### src/rtl/instruction_sequencer.sv
// Fetch/decode/execute sequencer: owns the PC and instruction register, handshakes with
// instruction and data memory, and emits a one-cycle commit strobe per retired instruction.
module instruction_sequencer #(
  parameter int unsigned          PC_WIDTH    = 16,
  parameter logic [PC_WIDTH-1:0]  RESET_PC    = '0,
  parameter int unsigned          MEM_TIMEOUT = 15
) (
  input  logic                clk,
  input  logic                rst,
  input  logic                run,
  output logic [PC_WIDTH-1:0] imem_addr,
  output logic                imem_req,
  input  logic                imem_ready,
  input  logic [15:0]         imem_data,
  output logic [15:0]         instruction,
  input  logic                jump_valid,
  input  logic [PC_WIDTH-1:0] jump_target,
  output logic                mem_req,
  input  logic                mem_ack,
  output logic                commit,
  output logic [PC_WIDTH-1:0] pc,
  output logic [15:0]         retired,
  output logic [2:0]          state,
  output logic                halted,
  output logic                fault
);

  localparam int unsigned CNT_W = 8;
  localparam logic [CNT_W-1:0] TIMEOUT_C = CNT_W'(MEM_TIMEOUT);

  typedef enum logic [2:0] {
    S_IDLE   = 3'd0,
    S_FETCH  = 3'd1,
    S_DECODE = 3'd2,
    S_EXEC   = 3'd3,
    S_MEM    = 3'd4,
    S_COMMIT = 3'd5,
    S_FAULT  = 3'd6
  } state_e;

  state_e              state_q, state_d;
  logic [PC_WIDTH-1:0] pc_q;
  logic [15:0]         instr_q;
  logic [15:0]         retired_q;
  logic [CNT_W-1:0]    cnt_q;
  logic                imem_req_q, mem_req_q, commit_q, halted_q, fault_q;
  logic                is_mem_c;
  logic [CNT_W-1:0]    cnt_inc_c;

  assign is_mem_c  = (instr_q[15:12] == 4'h0) && instr_q[11];
  assign cnt_inc_c = cnt_q + CNT_W'(1);

  // Next-state selection; outputs below are registered from this value.
  always_comb begin
    state_d = state_q;
    case (state_q)
      S_IDLE:   if (run) state_d = S_FETCH;
      S_FETCH:  if (imem_ready) state_d = S_DECODE;
      S_DECODE: state_d = S_EXEC;
      S_EXEC:   state_d = is_mem_c ? S_MEM : S_COMMIT;
      S_MEM: begin
        if (mem_ack) begin
          state_d = S_COMMIT;
        end else if (cnt_inc_c == TIMEOUT_C) begin
          state_d = S_FAULT;
        end
      end
      S_COMMIT: state_d = run ? S_FETCH : S_IDLE;
      S_FAULT:  state_d = S_FAULT;
      default:  state_d = S_IDLE;
    endcase
  end

  always_ff @(posedge clk) begin
    if (rst) begin
      state_q    <= S_IDLE;
      pc_q       <= RESET_PC;
      instr_q    <= 16'h0000;
      retired_q  <= 16'h0000;
      cnt_q      <= '0;
      imem_req_q <= 1'b0;
      mem_req_q  <= 1'b0;
      commit_q   <= 1'b0;
      halted_q   <= 1'b1;
      fault_q    <= 1'b0;
    end else begin
      state_q    <= state_d;
      imem_req_q <= (state_d == S_FETCH);
      mem_req_q  <= (state_d == S_MEM);
      commit_q   <= (state_d == S_COMMIT);
      halted_q   <= (state_d == S_IDLE);
      fault_q    <= fault_q | (state_d == S_FAULT);

      if (state_q == S_FETCH && imem_ready) begin
        instr_q <= imem_data;
      end

      if (state_q == S_EXEC) begin
        cnt_q <= '0;
      end else if (state_q == S_MEM && !mem_ack) begin
        cnt_q <= cnt_inc_c;
      end

      // Retire: redirect or advance the PC, both wrapping modulo 2^PC_WIDTH.
      if (state_q == S_COMMIT) begin
        pc_q      <= jump_valid ? jump_target : pc_q + PC_WIDTH'(1);
        retired_q <= retired_q + 16'd1;
      end
    end
  end

  assign imem_addr   = pc_q;
  assign imem_req    = imem_req_q;
  assign instruction = instr_q;
  assign mem_req     = mem_req_q;
  assign commit      = commit_q;
  assign pc          = pc_q;
  assign retired     = retired_q;
  assign state       = 3'(state_q);
  assign halted      = halted_q;
  assign fault       = fault_q;

endmodule

### config.mk
export PLATFORM = sky130hd
export DESIGN_NAME = instruction_sequencer
export DESIGN_NICKNAME = d
export VERILOG_FILES = /design/src/rtl/instruction_sequencer.sv
export SDC_FILE = /design/constraint.sdc
export NUM_CORES = 1
export LEC_CHECK = 0
export BUFFER_PORTS_ARGS = -buffer_cell sky130_fd_sc_hd__clkbuf_2
export CORE_AREA = 2 2 84 86
export DETAILED_ROUTE_END_ITERATION = 6
export DIE_AREA = 0 0 86 88
export PLACE_DENSITY = 0.74
export SLEW_MARGIN = 15
export SYNTH_ARGS = -nofsm -noshare
export SYNTH_HDL_FRONTEND = slang
export SYNTH_SLANG_ARGS = --single-unit
### constraint.sdc
create_clock -name clk -period 4.2 [get_ports clk]
set_input_delay 1.26 -clock clk [delete_from_list [all_inputs] [get_ports clk]]
set_output_delay 1.26 -clock clk [all_outputs]
set_load 0.1 [all_outputs]
==> results.cfg <==
[synthesis]
ys_async_sr_fraction_pct = 0
synth_cells = 387
syn_area_sq_mm = 0.003171
ys_types = 51
synth_top_area_cell = dfxtp_1
yosysMostFrequentCell = dfxtp_1
synthTopCellsByCount = dfxtp_1, nand2_1, a21oi_1
syn-num-nets = 429
ys.flop_type = dfxtp_1
ys_seq_area_share_pct = 40.41
yosys_warnings = 0
synth_seq_cells = 64
synth_top_area_share_pct = 40.41
synth.avg_cell_area_sq_um = 8.193
yosys-top-cells-area = dfxtp_1, nand2_1, a21oi_1
synth-edff-count = 0

[critical_path]
worstPathMaxFanout = 15
arrival_ns = 1.56
end_kind = primary output
rrSetupSlack_ns = 2.13
startpoint_type = register
cp_slowest_cell = dfxtp_1
critPathTopFamily = flip-flops
slowest_delay_ns = 0.66
critical_path_required_ns = 2.94
critPathKind = reg -> out
worst-path-buf-inv = 1
worstPathCellList = clkbuf_2

[timing]
period_minus_slack_ns = 2.816
fmax_ghz = 0.3552
grt_setup_unrepaired = no
worstMarginPinSlew_ns = 0.7987
slew_headroom_pct = 46.75
fin_skew_ns = 0.007974
fin_tns_setup_ns = 0
final_max_slew_viol_count = 0
finalCritPeriodShare_pct = 67.04
setup-violations-final = 0
final_hold_viol_count = 0
fin_ws_ns = 1.384

[floorplanning]
die_w_um = 86
core_sq_mm = 0.006644
die_area_sq_mm = 0.007568
io_pins = 110
dieHeight_um = 88
row_count = 30
initial_utilization_pct = 47.72

[worst_hold_path]
hold_path_class = reg -> reg

[clocking]
htreeDepth = 3
clock_latency_ns = 0.34
cts_hold_buffers = 0
ctsResizeCount = 0
post-cts-setup-buffers = 0
cts_tree = yes
clk_path_buf_depth = 2
clk_pin_slew_ns = 0.08
clock-sinks = 64
cts_root_buffer = clkbuf_8
cts_buffers = 9

[global_routing]
antenna_found_initial = 0
grt_overflow_total = 0
grt_max_degree = 49
first_global_vias = 2588
grtUsageTotal_pct = 19.91
grt_pass1_wl_mm = 12.02

[routing]
drc = 0
wire_per_inst_um = 13.67
drtIter0Drc = 124
vias = 2991
via_per_inst = 5.399
firstDrtPassIters = 4
ant_nets = 0
totalWireLength_mm = 7.573

[finish]
area_growth_pct = 21.98
fillers = 630
seq_area_sq_mm = 0.001281
nets = 511
num_antenna_cells = 0
finalNonFillerCells = 554
multi_input_area_sq_mm = 0.001635
drive_gt1_share_pct = 28.27

[placement]
pre_cts_ws_ns = 1.619
dp_hpwl_mm = 5.183
portBuffers = 109
placedCellCount = 538
gp_congestion = 0.7701

[flow_run]
maxCapViolations = 0

[pwr]
ir_worst_vdd_mv = 0.2632
p_per_area_mw_per_mm2 = 385.8
power.total_mw = 1.492
p_leak_nw = 1.579

[run_status]
status = finished, final reports clean
==> cells in the final DEF (no fill, tap or decap), types with 2 or more instances in the layout <==
cell / count
ha_1: 4
a211oi_1: 3
mux2i_1: 6
xnor2_1: 8
clkbuf_2: 109
and2_1: 4
nor2_1: 28
a22oi_1: 2
xor2_1: 10
nand4_1: 11
and4_1: 2
nand2_1: 55
nor4_1: 7
clkbuf_8: 10
nand3_1: 16
and3_1: 7
nor3b_1: 5
a21oi_1: 30
nand3b_1: 2
o31ai_1: 3
or3_1: 7
buf_4: 3
o21ai_0: 14
inv_1: 8
o41ai_1: 4
a31oi_1: 8
dfxtp_1: 64
nor3_1: 9
nor2b_1: 6
nand2b_1: 4
bufinv_16: 3
==> per-layer routing <==
metal	global-route usage, %	up-vias	part of all wire, %
met5	0	-	0
met4	6.782	0	1.0
met3	5.844	7	7.4
met2	32.06	112	47
met1	25.62	1356	45
li1	-	1516	-
==> cell families after synthesis <==
kind of cell	synth area share [%]
compound gates	14.88
simple gates	27.70
xor+xnor	4.972
flops	40.41
fa+ha+maj	1.579
mux	2.249
buf+inv	8.208
==> per-stage QoR <==
step	utilization [%]	area [sq um]	hold slack, ns
final	58.21	3867	0.4571
after global routing	58.21	3867	0.4757
after CTS	58.21	3867	0.4587
after detailed placement	54.41	3615	0.4475
after global placement	54.41	3615	0.4463
after floorplan	-	3171	0.4799
==> registers in the layout (all words and copies together) (netlist names) <==
register,count
state,3
imem_addr,16
mem_req,1
imem_req,1
halted,1
retired,16
commit,1
instruction,16
cnt_q,8
fault,1
==> cell type report <==
cell class	instances	area share, %
Tap cell	80	2.588
Inverter	8	0.7764
Clock inverter	6	2.976
Timing Repair Buffer	112	14.69
Multi-Input combinational cell	274	42.28
Clock buffer	10	3.559
Sequential cell	64	33.13
==> power breakdown <==
| part | internal, mW | total (mW) | switching (mW) |
|---|---|---|---|
| Combinational | 0.0449 | 0.194 | 0.149 |
| Sequential | 0.620 | 0.635 | 0.0152 |
| Clock | 0.413 | 0.664 | 0.250 |
==> worst paths after layout <==
| check | from | cells past startpoint | to |
|---|---|---|---|
| setup / recovery | state[0] | 1 | state[0] |
| setup reg to reg | state[0] | 3 | imem_addr[0] |
| hold / removal | instruction[9] | 2 | instruction[9] |
| hold reg to reg | instruction[9] | 2 | instruction[9] |
No activity file was read; power rests on OpenSTA's default activity.
